**config.mk**
```make
export PLATFORM = sky130hd
export DESIGN_NAME = gg_my_ip_bist
export DESIGN_NICKNAME = d
export VERILOG_FILES = /design/src/rtl/gg_my_ip_pkg.sv /design/src/rtl/gg_lfsr16.sv /design/src/rtl/gg_my_ip_bist.sv
export SDC_FILE = /design/constraint.sdc
export NUM_CORES = 1
export LEC_CHECK = 0
export CORE_ASPECT_RATIO = 0.8
export CORE_UTILIZATION = 33
export DETAILED_ROUTE_END_ITERATION = 10
export GPL_TIMING_DRIVEN = 0
export PLACE_DENSITY = 0.52
export SLEW_MARGIN = 0
export SYNTH_ARGS = -nofsm -noshare
export SYNTH_HDL_FRONTEND = slang
export SYNTH_SLANG_ARGS = --single-unit
```
**constraint.sdc**
```tcl
create_clock -name clk -period 9.11 [get_ports clk]
set_input_delay 2.733 -clock clk [delete_from_list [all_inputs] [get_ports clk]]
set_output_delay 2.733 -clock clk [all_outputs]
set_load 0.005 [all_outputs]
```
**src/rtl/gg_my_ip_pkg.sv**
```systemverilog
// Shared definitions for the gg_my_IP BIST slice.
// Contents: BIST FSM state encoding, 16-bit Fibonacci LFSR tap mask,
// default seed, and LFSR helper functions used by gg_lfsr16.
package gg_my_ip_pkg;

   typedef enum logic [1:0] {
      ST_IDLE  = 2'd0,
      ST_RUN   = 2'd1,
      ST_DRAIN = 2'd2,
      ST_DONE  = 2'd3
   } bist_state_t;

   localparam int          LFSR_W            = 16;
   // x^16 + x^14 + x^13 + x^11 + 1 -> state bits 15, 13, 12, 10
   localparam logic [15:0] LFSR_TAPS         = 16'hB400;
   localparam logic [15:0] LFSR_DEFAULT_SEED = 16'hACE1;

   // One Fibonacci step: shift left, XOR of tapped bits enters bit 0.
   function automatic logic [15:0] lfsr_step(input logic [15:0] cur);
      lfsr_step = {cur[14:0], ^(cur & LFSR_TAPS)};
   endfunction

   // An all-zero seed would lock the LFSR, so it is swapped for the default.
   function automatic logic [15:0] lfsr_seed_fix(input logic [15:0] s);
      lfsr_seed_fix = (s == 16'h0000) ? LFSR_DEFAULT_SEED : s;
   endfunction

endpackage

```
**src/rtl/gg_lfsr16.sv**
```systemverilog
// 16-bit Fibonacci LFSR with synchronous load and advance enable.
// Ports:
//   clk    in   rising-edge clock
//   reset  in   asynchronous active-high reset (state -> default seed)
//   load   in   load seed this cycle (has priority over enable)
//   enable in   advance one step this cycle
//   seed   in   16-bit seed; zero is replaced by the default seed
//   state  out  current LFSR state
module gg_lfsr16
   import gg_my_ip_pkg::*;
(
   input  logic              clk,
   input  logic              reset,
   input  logic              load,
   input  logic              enable,
   input  logic [LFSR_W-1:0] seed,
   output logic [LFSR_W-1:0] state
);

   logic [LFSR_W-1:0] state_r;

   // LFSR state register: load wins over advance.
   always_ff @(posedge clk or posedge reset) begin
      if (reset) begin
         state_r <= LFSR_DEFAULT_SEED;
      end else if (load) begin
         state_r <= lfsr_seed_fix(seed);
      end else if (enable) begin
         state_r <= lfsr_step(state_r);
      end else begin
         state_r <= state_r;
      end
   end

   assign state = state_r;

endmodule

```
**src/rtl/gg_my_ip_bist.sv**
```systemverilog
// Stimulus generator and response checker for gg_my_IP (adder/multiplier).
// Issues LFSR-derived a/b pairs, delays the expected sum/product through a
// LATENCY-deep pipe, compares against the DUT outputs and reports a result.
// The operand source is a 16-bit LFSR, so WIDTH is expected to be 8.
// Ports:
//   clk, reset            clock; asynchronous active-high reset
//   start                 1-cycle pulse; accepted only in IDLE or DONE
//   num_vectors, seed     run length and LFSR seed, sampled on accepted start
//   dut_a, dut_b, dut_vld stimulus to the DUT (held when dut_vld=0)
//   dut_sum, dut_prod     DUT responses
//   busy, done, pass      run status; pass is valid while done=1
//   err_count, first_fail mismatch count (saturating), first failing index
module gg_my_ip_bist
   import gg_my_ip_pkg::*;
#(
   parameter int WIDTH   = 8,
   parameter int LATENCY = 1,
   parameter int CNT_W   = 16
) (
   input  logic                 clk,
   input  logic                 reset,
   input  logic                 start,
   input  logic [CNT_W-1:0]     num_vectors,
   input  logic [2*WIDTH-1:0]   seed,
   output logic [WIDTH-1:0]     dut_a,
   output logic [WIDTH-1:0]     dut_b,
   output logic                 dut_vld,
   input  logic [WIDTH:0]       dut_sum,
   input  logic [2*WIDTH-1:0]   dut_prod,
   output logic                 busy,
   output logic                 done,
   output logic                 pass,
   output logic [CNT_W-1:0]     err_count,
   output logic [CNT_W-1:0]     first_fail
);

   localparam int               DRAIN_W    = (LATENCY > 1) ? $clog2(LATENCY) : 1;
   localparam logic [DRAIN_W-1:0] DRAIN_LAST = DRAIN_W'(LATENCY - 1);
   localparam logic [CNT_W-1:0] CNT_ONES   = {CNT_W{1'b1}};
   localparam logic [CNT_W-1:0] CNT_ZERO   = {CNT_W{1'b0}};

   bist_state_t          state_r, state_nx_s;
   logic                 accept_s, issue_s, done_entry_s;
   logic [CNT_W-1:0]     num_r, issued_r;
   logic [DRAIN_W-1:0]   drain_cnt_r;
   logic [2*WIDTH-1:0]   lfsr_s;
   logic [WIDTH-1:0]     dut_a_r, dut_b_r;
   logic                 dut_vld_r;
   logic [CNT_W-1:0]     dut_idx_r;
   logic [WIDTH:0]       exp_sum_s;
   logic [2*WIDTH-1:0]   exp_prod_s;
   logic                 mismatch_s;
   logic [CNT_W-1:0]     err_r, err_nx_s, ff_r, ff_nx_s;
   logic                 busy_r, done_r, pass_r;

   gg_lfsr16 u_lfsr (
      .clk    (clk),
      .reset  (reset),
      .load   (accept_s),
      .enable (issue_s),
      .seed   (seed),
      .state  (lfsr_s)
   );

   // FSM state register.
   always_ff @(posedge clk or posedge reset) begin
      if (reset) begin
         state_r <= ST_IDLE;
      end else begin
         state_r <= state_nx_s;
      end
   end

   // FSM next state and per-cycle strobes.
   always_comb begin
      state_nx_s   = state_r;
      accept_s     = 1'b0;
      issue_s      = 1'b0;
      done_entry_s = 1'b0;
      case (state_r)
         ST_IDLE, ST_DONE: begin
            if (start) begin
               accept_s = 1'b1;
               if (num_vectors == CNT_ZERO) begin
                  state_nx_s   = ST_DONE;
                  done_entry_s = 1'b1;
               end else begin
                  state_nx_s = ST_RUN;
               end
            end else begin
               state_nx_s = state_r;
            end
         end
         ST_RUN: begin
            if (issued_r == num_r) begin
               state_nx_s = ST_DRAIN;
            end else begin
               issue_s    = 1'b1;
               state_nx_s = ST_RUN;
            end
         end
         ST_DRAIN: begin
            // Last vector's response arrives exactly LATENCY edges into DRAIN.
            if (drain_cnt_r == DRAIN_LAST) begin
               state_nx_s   = ST_DONE;
               done_entry_s = 1'b1;
            end else begin
               state_nx_s = ST_DRAIN;
            end
         end
         default: begin
            state_nx_s = ST_IDLE;
         end
      endcase
   end

   // Run length capture, issue counter and drain counter.
   always_ff @(posedge clk or posedge reset) begin
      if (reset) begin
         num_r       <= CNT_ZERO;
         issued_r    <= CNT_ZERO;
         drain_cnt_r <= {DRAIN_W{1'b0}};
      end else begin
         if (accept_s) begin
            num_r    <= num_vectors;
            issued_r <= CNT_ZERO;
         end else if (issue_s) begin
            num_r    <= num_r;
            issued_r <= issued_r + CNT_W'(1);
         end else begin
            num_r    <= num_r;
            issued_r <= issued_r;
         end
         if (state_r == ST_DRAIN) begin
            drain_cnt_r <= drain_cnt_r + DRAIN_W'(1);
         end else begin
            drain_cnt_r <= {DRAIN_W{1'b0}};
         end
      end
   end

   // Stimulus registers: operands hold their value between vectors.
   always_ff @(posedge clk or posedge reset) begin
      if (reset) begin
         dut_a_r   <= {WIDTH{1'b0}};
         dut_b_r   <= {WIDTH{1'b0}};
         dut_vld_r <= 1'b0;
         dut_idx_r <= CNT_ZERO;
      end else if (issue_s) begin
         dut_a_r   <= lfsr_s[2*WIDTH-1:WIDTH];
         dut_b_r   <= lfsr_s[WIDTH-1:0];
         dut_vld_r <= 1'b1;
         dut_idx_r <= issued_r;
      end else begin
         dut_a_r   <= dut_a_r;
         dut_b_r   <= dut_b_r;
         dut_vld_r <= 1'b0;
         dut_idx_r <= dut_idx_r;
      end
   end

   // Expectations are formed from the registered operands, i.e. from what
   // the DUT actually sees, so the pipe aligns with the DUT's output edge.
   assign exp_sum_s  = {1'b0, dut_a_r} + {1'b0, dut_b_r};
   assign exp_prod_s = {{WIDTH{1'b0}}, dut_a_r} * {{WIDTH{1'b0}}, dut_b_r};

   for (genvar i = 0; i < LATENCY; i++) begin : g_pipe
      logic                 vld_r, in_vld_s;
      logic [WIDTH:0]       sum_r, in_sum_s;
      logic [2*WIDTH-1:0]   prod_r, in_prod_s;
      logic [CNT_W-1:0]     idx_r, in_idx_s;

      if (i == 0) begin : g_head
         assign in_vld_s  = dut_vld_r;
         assign in_sum_s  = exp_sum_s;
         assign in_prod_s = exp_prod_s;
         assign in_idx_s  = dut_idx_r;
      end else begin : g_tail
         assign in_vld_s  = g_pipe[i-1].vld_r;
         assign in_sum_s  = g_pipe[i-1].sum_r;
         assign in_prod_s = g_pipe[i-1].prod_r;
         assign in_idx_s  = g_pipe[i-1].idx_r;
      end

      // One expectation pipe stage.
      always_ff @(posedge clk or posedge reset) begin
         if (reset) begin
            vld_r  <= 1'b0;
            sum_r  <= {(WIDTH+1){1'b0}};
            prod_r <= {(2*WIDTH){1'b0}};
            idx_r  <= CNT_ZERO;
         end else begin
            vld_r  <= in_vld_s;
            sum_r  <= in_sum_s;
            prod_r <= in_prod_s;
            idx_r  <= in_idx_s;
         end
      end
   end

   // Compare pipe head against DUT and form next error/first-fail values.
   always_comb begin
      mismatch_s = 1'b0;
      err_nx_s   = err_r;
      ff_nx_s    = ff_r;
      if (g_pipe[LATENCY-1].vld_r) begin
         mismatch_s = (dut_sum != g_pipe[LATENCY-1].sum_r) ||
                      (dut_prod != g_pipe[LATENCY-1].prod_r);
      end else begin
         mismatch_s = 1'b0;
      end
      if (mismatch_s && (err_r != CNT_ONES)) begin
         err_nx_s = err_r + CNT_W'(1);
      end else begin
         err_nx_s = err_r;
      end
      if (mismatch_s && (ff_r == CNT_ONES)) begin
         ff_nx_s = g_pipe[LATENCY-1].idx_r;
      end else begin
         ff_nx_s = ff_r;
      end
   end

   // Result registers; pass includes a compare landing on the DONE edge.
   always_ff @(posedge clk or posedge reset) begin
      if (reset) begin
         err_r  <= CNT_ZERO;
         ff_r   <= CNT_ONES;
         pass_r <= 1'b0;
         busy_r <= 1'b0;
         done_r <= 1'b0;
      end else begin
         if (accept_s) begin
            err_r  <= CNT_ZERO;
            ff_r   <= CNT_ONES;
            pass_r <= done_entry_s;
         end else if (done_entry_s) begin
            err_r  <= err_nx_s;
            ff_r   <= ff_nx_s;
            pass_r <= (err_nx_s == CNT_ZERO);
         end else begin
            err_r  <= err_nx_s;
            ff_r   <= ff_nx_s;
            pass_r <= pass_r;
         end
         busy_r <= (state_nx_s == ST_RUN) || (state_nx_s == ST_DRAIN);
         done_r <= (state_nx_s == ST_DONE);
      end
   end

   assign dut_a      = dut_a_r;
   assign dut_b      = dut_b_r;
   assign dut_vld    = dut_vld_r;
   assign busy       = busy_r;
   assign done       = done_r;
   assign pass       = pass_r;
   assign err_count  = err_r;
   assign first_fail = ff_r;

endmodule
```
==> flow_metrics.tcl <==
set metrics [dict create \
    hp-class "reg -> reg" \
    slowest_stage "clkdlybuf4s50_1" \
    ir_drop_v 0.000262 \
    chipHeight_um 151 \
    reg2reg_depth 15 \
    globalplace.congestion 0.793 \
    drive_gt1_share_pct 7.50 \
    crit_path_start_kind "primary input" \
    cts.sinks 161 \
    synth_simple_gate_area_share_pct 20.0 \
    tightestPinTransition_ns 0.658 \
    diodes 0 \
    critPathCaptureType "flop" \
    crit_path_cell_trace "clkdlybuf4s50_1 > xnor2_1 > nand4_1 > nor4_2 > a21boi_2 > buf_4 > a311o_1 > a22oi_2 > o2111ai_1 > o31ai_1" \
    syn_to_final_growth_pct 24.3 \
    max-cap-violations 0 \
    whs_path_depth 0 \
    synth_edf_count 0 \
    ys_async_sr_fraction_pct 100 \
    timing.rr.end "g_pipe[0].prod_r[15]$_DFF_PP0_" \
    grt_pass1_wl_um 36900 \
    synth_cells 936 \
    avgSynthCellArea_um2 9.78 \
    fillers 2663 \
    dr.first_iter.drc_count 452 \
    finalMaxSlewViolations 0 \
    drc_errors 0 \
    synth-seq-cells 161 \
    r2r_start "dut_b[7]$_DFFE_PP0P_" \
    nets 1213 \
    synthAdderAreaFrac_pct 14.8 \
    io_pins 112 \
    path_class "in -> reg" \
    power_density_nw_per_um2 452 \
    setup_slack_ns 4.32 \
    cts_resized 0 \
    synth_xor_area_share_pct 9.09 \
    cts_tree "done" \
    setup_viol 0 \
    finalCriticalPeriod_ns 4.79 \
    crit_buf_inv 2 \
    cp_top_family "compound AO/OA/AOI/OAI gates" \
    status "complete, no violations" \
    synth.distinct_cells 63 \
    vias 6674 \
    final_cell_mix "nand2_1, dfrtp_1, clkdlybuf4s50_1" \
    vias_per_cell 4.62 \
    critical-path-max-stage-delay_ns 0.51 \
    wl_um 22700 \
    cts_made_buffers 17 \
    reg2reg_slack_ns 4.39 \
    clockRootBuffer "clkbuf_16" \
    slew_headroom_pct 55.8 \
    hold_buffers 0 \
    grt_antenna_before_repair 0 \
    core_area_um2 27200 \
    whs_endpoint "g_pipe[0].idx_r[6]$_DFF_PP0_" \
    yosysWarnings 0 \
    path_max_fanout 10 \
    wl_per_cell_um 15.7 \
    path_clk_slew_ns 0.07 \
    fin_skew_ns 0.0113 \
    htreeDepth 4 \
    synth_compound_gate_area_share_pct 6.55 \
    gr-usage-all-layers_pct 16.8 \
    hold_path.startpoint "dut_idx_r[6]$_DFFE_PP0P_" \
    multi_input_area_um2 4660 \
    synth_area_um2 9150 \
    crit_arrival_ns 5.13 \
    grt_pass1_vias 6472 \
    grt_max_degree 124 \
    finalSetupTns_ns 0 \
    final_common_cell "nand2_1" \
    hpwl_um 16900 \
    start_util_pct 33.6 \
    grt-ovfl-total 0 \
    dp_slack_ns 3.88 \
    seqCellArea_um2 4060 \
    ant_nets 0 \
    clkLatencyLatePin_ns 0.43 \
    p_leak_uw 0.00539 \
    ys_seq_area_share_pct 44.3 \
    io_buffers 111 \
    syn-num-nets 1082 \
    drt_first_pass_iters 5 \
    synth_mux_area_share_pct 0.465 \
    clk_path_buf_depth 2 \
    rows 54 \
    rsz0062_at_grt "false" \
    dominantRegCellSynth "dfrtp_1" \
    fmax_mhz 209 \
    final_util_pct 41.8 \
    hold_viol 0 \
    chipWidth_um 188 \
    postCtsSetupRepairBufs 0 \
    synth_top_family_by_area "simple AND/OR/NAND/NOR gates" \
    crit_required_ns 9.44 \
    finalCritPeriodShare_pct 52.6 \
    die_area_um2 28400 \
]
[cells by family (layout without fill, tap and decap cells)]
group | after synthesis | count (layout)
and+or+nand+nor | 390 | 390
DFF | 161 | 161
buffers and inverters | 108 | 252
xor gates and xnor gates | 95 | 95
AOI/OAI and AO/OA | 92 | 92
adders and majority gates | 86 | 86
muxes | 4 | 4
[where the power goes]
part | total [uW] | switching (uW) | internal [uW]
combinational | 2970 | 1620 | 1340
clock | 748 | 351 | 397
sequential | 1430 | 337 | 1090
total | 5140 | 2310 | 2830
[worst max path at each step]
stage | start | endpoint | cells after the start | slack, ns
after floorplan | reset | busy$_DFF_PP0_ | 1 | 2.07
after global placement | reset | num_r[10]$_DFFE_PP0P_ | 2 | -0.32
after detailed placement | dut_prod[13] | pass$_DFFE_PP0P_ | 10 | 3.88
after CTS | dut_sum[0] | pass$_DFFE_PP0P_ | 10 | 4.30
after global routing | dut_a[1]$_DFFE_PP0P_ | g_pipe[0].prod_r[13]$_DFF_PP0_ | 15 | 4.04
final | dut_sum[0] | pass$_DFFE_PP0P_ | 10 | 4.32
[synthesized netlist by cell type, drive strengths merged (2+ instances only)]
cell	count	area (um2)
nor2	52	195
xnor2	49	429
a41o	2	20.0
nor4	13	87.6
clkbuf	22	92.6
a21oi	13	65.1
o22ai	9	56.3
a21o	12	90.1
fa	37	741
ha	49	613
nand2b	2	15.0
inv	81	304
nor2b	6	37.5
a31oi	9	56.3
and3	14	88.8
or3	2	12.5
nand2	202	758
mux2	2	22.5
nor3	6	41.3
dfstp	24	631
buf	5	38.8
o21ai	28	140
and2	50	317
a21boi	5	41.3
nand3	20	113
nand4	14	87.6
dfrtp	137	3430
a41oi	2	17.5
xor2	46	403
and4	4	37.5
mux2i	2	20.0
[final cells by class]
cell class              count  area share [%]
clock buffers              17            3.74
well taps                 364            4.00
flip-flops and latches    161            35.7
repair buffers            112            10.0
plain buffers              27            1.15
multi-input cells         667            41.0
clock inverters            15            1.70
inverters                  81            2.74
[layer usage]
metal | GRT usage (%) | part of all wire [%]
met5 | 0 | 0
met4 | 4.02 | 0.54
met3 | 2.73 | 3.1
met2 | 23.3 | 41
met1 | 26.6 | 55
[through the flow]
stage / total power, uW / hold slack, ns / cell area [um2] / cells
floorplan: 3480 / 0.354 / 9150 / 936
global placement: 4400 / 0.365 / 10700 / 1411
detailed placement: 4420 / 0.367 / 10800 / 1412
CTS: 5200 / 0.384 / 11400 / 1444
global route: 5710 / 0.395 / 11400 / 1444
finish: 5140 / 0.376 / 11400 / 1444
[registers in the layout, summed over array words and instances (netlist names), 9 cells and up]
name and flops:
err_count 16, issued_r 16, g_pipe.sum_r 9, u_lfsr.state 16, first_fail 16, dut_idx_r 16, g_pipe.prod_r 16, num_r 16
g_pipe.idx_r 16
No activity file was read; power rests on OpenSTA's default activity.
